==> config.mk <==
export PLATFORM = sky130hd
export DESIGN_NAME = regfile_dumper_flat
export DESIGN_NICKNAME = d
export VERILOG_FILES = /design/src/rtl/regfile_dumper_if.sv /design/src/rtl/regfile_dumper.sv /design/src/flat_wrapper.sv
export SDC_FILE = /design/constraint.sdc
export NUM_CORES = 1
export LEC_CHECK = 0
export ABC_AREA = 1
export BUFFER_PORTS_ARGS = -buffer_cell sky130_fd_sc_hd__buf_2
export CORE_ASPECT_RATIO = 0.7
export CORE_UTILIZATION = 40
export DETAILED_ROUTE_END_ITERATION = 10
export HOLD_SLACK_MARGIN = 0.1
export PLACE_DENSITY = 0.79
export SLEW_MARGIN = 20
export SYNTH_ARGS = -nofsm -noshare
export SYNTH_HDL_FRONTEND = slang
export SYNTH_SLANG_ARGS = --single-unit
==> constraint.sdc <==
create_clock -name clk -period 1.9 [get_ports clk]
set_clock_uncertainty 0.1 [all_clocks]
set_input_delay 0.19 -clock clk [delete_from_list [all_inputs] [get_ports clk]]
set_output_delay 0.19 -clock clk [all_outputs]
set_load 0.02 [all_outputs]
==> src/rtl/regfile_dumper_if.sv <==
// Bus between the register-bank dumper and its host: control, bank read port and output stream.
// master = host side (drives commands, bank data, ready); slave = the dumper itself.
interface regfile_dumper_if #(
  parameter int unsigned ADDR_W = 5,
  parameter int unsigned DATA_W = 32
);
  logic              start;
  logic              abort;
  logic [ADDR_W-1:0] first_addr;
  logic [ADDR_W-1:0] last_addr;
  logic [ADDR_W-1:0] read_addr;
  logic [DATA_W-1:0] read_data;
  logic              out_valid;
  logic              out_ready;
  logic [ADDR_W-1:0] out_addr;
  logic [DATA_W-1:0] out_data;
  logic              busy;
  logic              done;

  modport master (
    output start, abort, first_addr, last_addr, read_data, out_ready,
    input  read_addr, out_valid, out_addr, out_data, busy, done
  );

  modport slave (
    input  start, abort, first_addr, last_addr, read_data, out_ready,
    output read_addr, out_valid, out_addr, out_data, busy, done
  );
endinterface

==> src/rtl/regfile_dumper.sv <==
// Walks an inclusive register range through one async read port and streams
// (address, data) beats over valid/ready; all outputs registered.
module regfile_dumper #(
  parameter int unsigned ADDR_W = 5,
  parameter int unsigned DATA_W = 32
) (
  input  logic              clk,
  input  logic              rst_n,
  regfile_dumper_if.slave   bus
);

  typedef enum logic [1:0] {
    IDLE = 2'd0,
    READ = 2'd1,
    SEND = 2'd2,
    DONE = 2'd3
  } state_t;

  state_t            state;
  logic [ADDR_W-1:0] cur;
  logic [ADDR_W-1:0] last;

  always_ff @(posedge clk) begin
    if (!rst_n) begin
      state         <= IDLE;
      cur           <= '0;
      last          <= '0;
      bus.read_addr <= '0;
      bus.out_valid <= 1'b0;
      bus.out_addr  <= '0;
      bus.out_data  <= '0;
      bus.busy      <= 1'b0;
      bus.done      <= 1'b0;
    end else begin
      bus.done <= 1'b0;
      if (state != IDLE && bus.abort) begin
        // Abort wins over everything, including a same-cycle handshake
        state         <= IDLE;
        bus.out_valid <= 1'b0;
        bus.busy      <= 1'b0;
        bus.read_addr <= '0;
      end else begin
        case (state)
          IDLE: begin
            bus.read_addr <= '0;
            if (bus.start) begin
              cur  <= bus.first_addr;
              last <= bus.last_addr;
              if (bus.first_addr > bus.last_addr) begin
                state    <= DONE;
                bus.done <= 1'b1;
              end else begin
                state         <= READ;
                bus.busy      <= 1'b1;
                bus.read_addr <= bus.first_addr;
              end
            end
          end
          READ: begin
            bus.out_data  <= bus.read_data;
            bus.out_addr  <= cur;
            bus.out_valid <= 1'b1;
            state         <= SEND;
          end
          SEND: begin
            if (bus.out_ready) begin
              bus.out_valid <= 1'b0;
              // Compare before increment so last==max never wraps cur
              if (cur == last) begin
                state         <= DONE;
                bus.busy      <= 1'b0;
                bus.done      <= 1'b1;
                bus.read_addr <= '0;
              end else begin
                cur           <= cur + ADDR_W'(1);
                bus.read_addr <= cur + ADDR_W'(1);
                state         <= READ;
              end
            end
          end
          DONE: begin
            state         <= IDLE;
            bus.read_addr <= '0;
          end
          default: state <= IDLE;
        endcase
      end
    end
  end

endmodule

==> src/flat_wrapper.sv <==
// flat-port wrapper written by rule: the top's interface ports become plain ports
module regfile_dumper_flat 
#(
  parameter int unsigned ADDR_W = 5,
  parameter int unsigned DATA_W = 32
)
  (clk, rst_n, bus_start, bus_abort, bus_first_addr, bus_last_addr, bus_read_data, bus_out_ready, bus_read_addr, bus_out_valid, bus_out_addr, bus_out_data, bus_busy, bus_done);
  regfile_dumper_if #(.ADDR_W(ADDR_W), .DATA_W(DATA_W)) bus_i ();
  input  logic clk;
  input  logic rst_n;
  input wire logic [$bits(bus_i.start)-1:0] bus_start;
  input wire logic [$bits(bus_i.abort)-1:0] bus_abort;
  input wire logic [$bits(bus_i.first_addr)-1:0] bus_first_addr;
  input wire logic [$bits(bus_i.last_addr)-1:0] bus_last_addr;
  input wire logic [$bits(bus_i.read_data)-1:0] bus_read_data;
  input wire logic [$bits(bus_i.out_ready)-1:0] bus_out_ready;
  output wire logic [$bits(bus_i.read_addr)-1:0] bus_read_addr;
  output wire logic [$bits(bus_i.out_valid)-1:0] bus_out_valid;
  output wire logic [$bits(bus_i.out_addr)-1:0] bus_out_addr;
  output wire logic [$bits(bus_i.out_data)-1:0] bus_out_data;
  output wire logic [$bits(bus_i.busy)-1:0] bus_busy;
  output wire logic [$bits(bus_i.done)-1:0] bus_done;
  assign bus_i.start = bus_start;
  assign bus_i.abort = bus_abort;
  assign bus_i.first_addr = bus_first_addr;
  assign bus_i.last_addr = bus_last_addr;
  assign bus_i.read_data = bus_read_data;
  assign bus_i.out_ready = bus_out_ready;
  assign bus_read_addr = bus_i.read_addr;
  assign bus_out_valid = bus_i.out_valid;
  assign bus_out_addr = bus_i.out_addr;
  assign bus_out_data = bus_i.out_data;
  assign bus_busy = bus_i.busy;
  assign bus_done = bus_i.done;
  regfile_dumper #(.ADDR_W(ADDR_W), .DATA_W(DATA_W)) u_core (.clk(clk), .rst_n(rst_n), .bus(bus_i));
endmodule
Yosys cells after proc, flatten, opt, wreduce, memory -nomap -nowiden
Index checks and enable logic that the tools add are counted.
- bits in registers: 57
- output and inout bits: 45
- logic and storage cells: 62
- add/sub/neg operators: 1
- magnitude comparators: 1
- eq/ne operators: 9
- muxes and demuxes: 26
- bitwise gates (word level): 2
- reduce and logical (&&, ||, !) cells: 14
- operators by type and width (cell ; count):
    5-bit 2-to-1 mux ; 7
    5-bit one-hot mux with 3 select lines ; 1
    5-bit one-hot mux with 2 select lines ; 1
    5-bit AND reduction ; 2
    1-bit 2-to-1 mux ; 9
    2-bit 2-to-1 mux ; 4
    2-bit != test, second input constant ; 4
    2-bit one-hot mux with 4 select lines ; 1
    2-bit AND reduction ; 4
    1-bit one-hot mux with 2 select lines ; 3
    2-bit nonzero test ; 3
    5-bit by 1-bit adder with 5-bit output, second input constant ; 1
    5-bit equality test ; 1
    5-bit greater-than comparator ; 1
    2-bit equality test, second input constant ; 2
    3-bit AND reduction ; 1
    3-bit nonzero test ; 1
    2-bit by 1-bit equality test with 1-bit output, second input constant ; 1
    2-bit logical NOT ; 1
    2-bit by 1-bit != test with 1-bit output, second input constant ; 1
    1-bit inverter ; 2
    2-bit OR reduction ; 1
    1-bit logical AND ; 1

Longest topological paths before layout
- depth in word-level cells: 4
- depth in mapped cells: 11
- depth with buffers taken out: 11

Least setup slack after synthesis
OpenSTA, ideal clock, no wires.
- path type: reg2reg
- start point: reg u_core.cur[2]
- end point: reg u_core.cur[0]
- arrival: 1.189 ns
- slack: 0.498 ns
- stages on the path, launching flop included: 11
- path through: dfxtp_1 buf_2 inv_1 nand2_1 nand2_1 nor2_1 nand4_2 inv_1 nor2_4 nor2_1 nor2_1
- word-level cells in the longest chain between the ends: 3
- ends and longest elaborated chain (what ; line ; RTL):
    from (decl) ; regfile_dumper.sv:20 ; logic [ADDR_W-1:0] cur;
    from (signal assigned) ; regfile_dumper.sv:47 ; cur <= bus.first_addr;
    from (signal assigned) ; regfile_dumper.sv:75 ; cur <= cur + ADDR_W'(1);
    5-bit equality test ; regfile_dumper.sv:69 ; if (cur == last) begin
    2-bit != test (no source line) ; - ;
    5-bit AND reduction (no source line) ; - ;
No other way between the ends.
A chain may end at the register's enable or synchronous reset.

Worst setup path after layout
- start point: in bus_last_addr[4]
- end point: reg u_core.bus.read_addr[0]
- word-level cells in the longest chain between the ends: 4
- ends and longest elaborated chain (what ; line ; RTL):
    from (decl) ; flat_wrapper.sv:14 ; input wire logic [$bits(bus_i.last_addr)-1:0] bus_last_addr;
    5-bit greater-than comparator ; regfile_dumper.sv:49 ; if (bus.first_addr > bus.last_addr) begin
    5-bit 2-to-1 mux ; regfile_dumper.sv:49 ;
    5-bit 2-to-1 mux ; regfile_dumper.sv:46 ; if (bus.start) begin
    5-bit one-hot mux with 3 select lines ; regfile_dumper.sv:43 ; case (state)
    to (signal assigned) ; regfile_dumper.sv:55 ; bus.read_addr <= bus.first_addr;
    to (signal assigned) ; regfile_dumper.sv:76 ; bus.read_addr <= cur + ADDR_W'(1);
    to (decl) ; regfile_dumper_if.sv:27 ; output read_addr, out_valid, out_addr, out_data, busy, done
No other way between the ends.

==> impl_metrics.prom <==
# TYPE chip_impl_metric gauge
chip_impl_info{name="run_status",value="finished, violations left"} 1
chip_impl_info{name="failed_checks",value="design-rule violations"} 1
chip_impl_info{name="most_used_flip_flop_cell_after_synthesis",value="dfxtp_1"} 1
chip_impl_metric{name="die_area",unit="um^2"} 6760
chip_impl_metric{name="gate_count_post_synth",unit=""} 361
chip_impl_metric{name="final_max_slew_viol_count",unit=""} 0
chip_impl_metric{name="grt_start_max_net_pins",unit=""} 40
chip_impl_metric{name="synth-edff-count",unit=""} 0
chip_impl_metric{name="vdd_drop_max",unit="uV"} 540
chip_impl_info{name="yosysTopAreaCell",value="dfxtp_1"} 1
chip_impl_metric{name="drt-pass1-iter-count",unit=""} 8
chip_impl_info{name="timing.hold.worst_endpoint",value="u_core.bus.read_addr[2]"} 1
chip_impl_metric{name="number_of_buffers_inserted_during_clock_tree_synthesis",unit=""} 9
chip_impl_metric{name="boundaryPins",unit=""} 92
chip_impl_metric{name="slew_headroom",unit=""} 0.722
chip_impl_metric{name="ys.warnings.count",unit=""} 0
chip_impl_metric{name="syn-num-nets",unit=""} 414
chip_impl_metric{name="cts.htree.levels",unit=""} 3
chip_impl_metric{name="post_drt_via_cell_ratio",unit=""} 4.94
chip_impl_metric{name="final_antenna_diode_count",unit=""} 0
chip_impl_info{name="grt_setup_unrepaired",value="true"} 1
chip_impl_metric{name="io_buffers",unit=""} 91
chip_impl_info{name="worst_r2r_startpoint",value="u_core.cur[1]"} 1
chip_impl_metric{name="fin_crit_share",unit=""} 0.972
chip_impl_metric{name="p_sw_frac",unit=""} 0.314
chip_impl_metric{name="globalRouteOverflowTotal",unit=""} 0
chip_impl_metric{name="vias",unit=""} 2857
chip_impl_metric{name="crit_arrival",unit="ps"} 1980
chip_impl_metric{name="core.rowCount",unit=""} 24
chip_impl_metric{name="yosysUniqueCellTypes",unit=""} 22
chip_impl_metric{name="postSynth.asyncResetShare",unit=""} 0
chip_impl_metric{name="clock_sink_count",unit=""} 57
chip_impl_metric{name="timing_worst_slew_pin_value",unit="ps"} 417
chip_impl_metric{name="cts_buffer_depth",unit=""} 2
chip_impl_metric{name="drv_cap",unit=""} 0
chip_impl_metric{name="hold_viol",unit=""} 0
chip_impl_metric{name="hpwl",unit="um"} 4920
chip_impl_metric{name="track_usage",unit=""} 0.225
chip_impl_metric{name="postPlaceCellArea",unit="um^2"} 3110
chip_impl_metric{name="antenna_violating_nets_post_route",unit=""} 0
chip_impl_metric{name="syn_area",unit="um^2"} 2570
chip_impl_metric{name="wirelength",unit="um"} 7330
chip_impl_info{name="leading_cell_types_by_count_after_synthesis",value="nand2_1 (85), nand3_1 (60), dfxtp_1 (57), a21oi_1 (47)"} 1
chip_impl_metric{name="total_power",unit="mW"} 3.59
chip_impl_metric{name="timing.final.crit_period",unit="ps"} 1850
chip_impl_info{name="tritoncts_clock_tree",value="built"} 1
chip_impl_metric{name="critical_path_peak_fanout",unit=""} 5
chip_impl_info{name="min-delay-path-class",value="primary input to flip-flop"} 1
chip_impl_metric{name="required",unit="ps"} 2030
chip_impl_info{name="worstSetupStartpointType",value="primary input"} 1
chip_impl_metric{name="route.detailed.drc",unit=""} 14
chip_impl_metric{name="pwr-share-comb",unit=""} 0.253
chip_impl_metric{name="fin_util",unit=""} 0.605
chip_impl_metric{name="post_synth.cell_area_avg",unit="um^2"} 7.12
chip_impl_info{name="cts-root-buf",value="clkbuf_8"} 1
chip_impl_metric{name="clock_power_share",unit=""} 0.358
chip_impl_metric{name="report.final.setup_viol",unit=""} 0
chip_impl_metric{name="clk_transition_reported_paths",unit="ps"} 70
chip_impl_metric{name="fin_area",unit="um^2"} 3760
chip_impl_metric{name="antenna_found_initial",unit=""} 0
chip_impl_metric{name="holdPathStages",unit=""} 5
chip_impl_metric{name="worst-r2r-cell-count",unit=""} 9
chip_impl_metric{name="place_congestion",unit=""} 0.940
chip_impl_metric{name="power_density",unit="nW/um^2"} 953
chip_impl_metric{name="grt_pass1_vias",unit=""} 2734
chip_impl_metric{name="maximum_operating_frequency",unit="MHz"} 542
chip_impl_info{name="synthTopCellsByArea",value="dfxtp_1 (44%), nand2_1 (12%), nand3_1 (12%)"} 1
chip_impl_metric{name="ys_ff_latch",unit=""} 57
chip_impl_metric{name="floorplan.die.width",unit="um"} 97.8
chip_impl_metric{name="pwr-share-seq",unit=""} 0.390
chip_impl_metric{name="post_synthesis_sequential_area_ratio",unit=""} 0.444
chip_impl_metric{name="detail_route.wl_per_cell",unit="um"} 12.7
chip_impl_info{name="post-synth-top-count-cell",value="nand2_1"} 1
chip_impl_metric{name="die_y",unit="um"} 69.1
chip_impl_info{name="timing.setup.critical_path_class",value="primary input to flip-flop"} 1
chip_impl_metric{name="finish.net_count",unit=""} 548
chip_impl_metric{name="timing.reg2reg.setup_slack",unit="ps"} 250
chip_impl_metric{name="internal_power",unit="mW"} 2.46
chip_impl_metric{name="starting_drt_drc_count",unit=""} 153
chip_impl_info{name="reg2reg_to",value="u_core.cur[3]"} 1
chip_impl_metric{name="total_switching_power",unit="mW"} 1.13
chip_impl_metric{name="syn_to_final_growth",unit="%"} 46.3
chip_impl_metric{name="initial_utilization",unit=""} 0.414
chip_impl_info{name="worst_setup_path_end_kind",value="flip-flop"} 1
chip_impl_metric{name="layout-drive-gt1-share",unit=""} 0.266
chip_impl_info{name="worst_hold_startpoint",value="bus_first_addr[2]"} 1
chip_impl_metric{name="setup_tns_final",unit="ps"} 0
chip_impl_metric{name="core_area",unit="um^2"} 6220
chip_impl_metric{name="grt_pass1_wl",unit="um"} 12200
chip_impl_metric{name="worstSkewPairLatency",unit="ps"} 330
chip_impl_metric{name="synthDominantCellAreaShare",unit=""} 0.444
chip_impl_metric{name="leakage",unit="nW"} 1.82
==> state kept, by name, indices dropped and copies added (netlist names) <==
signal	cells
u_core.state	2
u_core.bus.done	1
u_core.bus.out_valid	1
u_core.bus.read_addr	5
u_core.cur	5
u_core.bus.out_data	32
u_core.last	5
u_core.bus.busy	1
u_core.bus.out_addr	5
==> power groups by stage <==
stage | Clock [mW] | Combinational, mW | Sequential, mW
after floorplan | 0 | 0.502 | 1.48
after global placement | 0 | 0.798 | 1.41
after detailed placement | 0 | 0.814 | 1.42
after CTS | 1.31 | 0.882 | 1.40
after global routing | 1.37 | 1.01 | 1.41
final | 1.28 | 0.906 | 1.40
==> worst max-delay path by stage <==
stage,slack (ps),endpoint,start
after floorplan,500,u_core.cur[0],u_core.cur[2]
after global placement,310,u_core.cur[4],u_core.state[1]
after detailed placement,260,u_core.cur[3],u_core.state[1]
after CTS,100,u_core.cur[3],bus_start
after global routing,-40,u_core.bus.read_addr[0],bus_last_addr[4]
final,50,u_core.bus.read_addr[0],bus_last_addr[4]
==> metal layers <==
metal | GRT usage | wire length [um] | up-vias
met5 | 0 | 0 | -
met4 | 0.0673 | 82 | 0
met3 | 0.0639 | 545 | 11
met2 | 0.365 | 3270 | 126
met1 | 0.292 | 3430 | 1277
li1 | - | - | 1443
==> final cells by class <==
type,count,area (um^2)
flip-flops and latches,57,1140
repair buffers,141,931
fillers,541,2450
well taps,78,97.6
inverters,35,131
clock inverters,5,77.6
multi-input cells,251,1230
clock buffers,11,151
==> per-stage QoR <==
step           hold WS, ps  worst slack [ps]  std cells
2_1_floorplan          254               498        361
3_3_place_gp           340               306        520
3_5_place_dp           339               258        520
4_1_cts                118               102        576
5_1_grt                157             -42.1        578
6_report               134              54.0        578
==> critical path, cell delays in order <==
cell	delay, ps
dlygate4sd3_1	520
buf_2	110
inv_1	40
ha_1	290
nand2_1	70
nor2_1	150
nand2_1	70
nand3_1	150
nand2_2	110
nand3_1	100
nand3_1	80
nand2_1	70
inv_1	30
==> kinds of logic (layout without fill, tap and decap cells) <==
| group | Yosys count | in the layout | synth area share |
|---|---|---|---|
| AOI/OAI and AO/OA | 51 | 51 | 0.100 |
| xor gates and xnor gates | 2 | 2 | 0.00681 |
| adders and majority gates | 6 | 6 | 0.0292 |
| buffers and inverters | 53 | 192 | 0.0827 |
| DFF | 57 | 57 | 0.444 |
| and+or+nand+nor | 192 | 192 | 0.337 |
==> what timing repair did <==
action	4_1_cts	5_1_grt
endpoints found under the hold margin	44	0
buffers inserted	0	2
setup endpoints to repair	0	10
hold buffers	40	0
gates resized for setup	0	3
==> placed cells by master (no fill, tap or decap), types with 3 or more instances in the layout <==
master and count:
buf_2 91, a21oi_1 47, clkbuf_8 11, nand4_1 9, nand3_1 59, o21ai_0 3
inv_2 5, nor2_1 28, nor2_4 4, buf_4 10, dlygate4sd3_1 40, ha_1 6
inv_1 29, dfxtp_1 57, nand2_1 84
No activity file was read; power rests on OpenSTA's default activity.
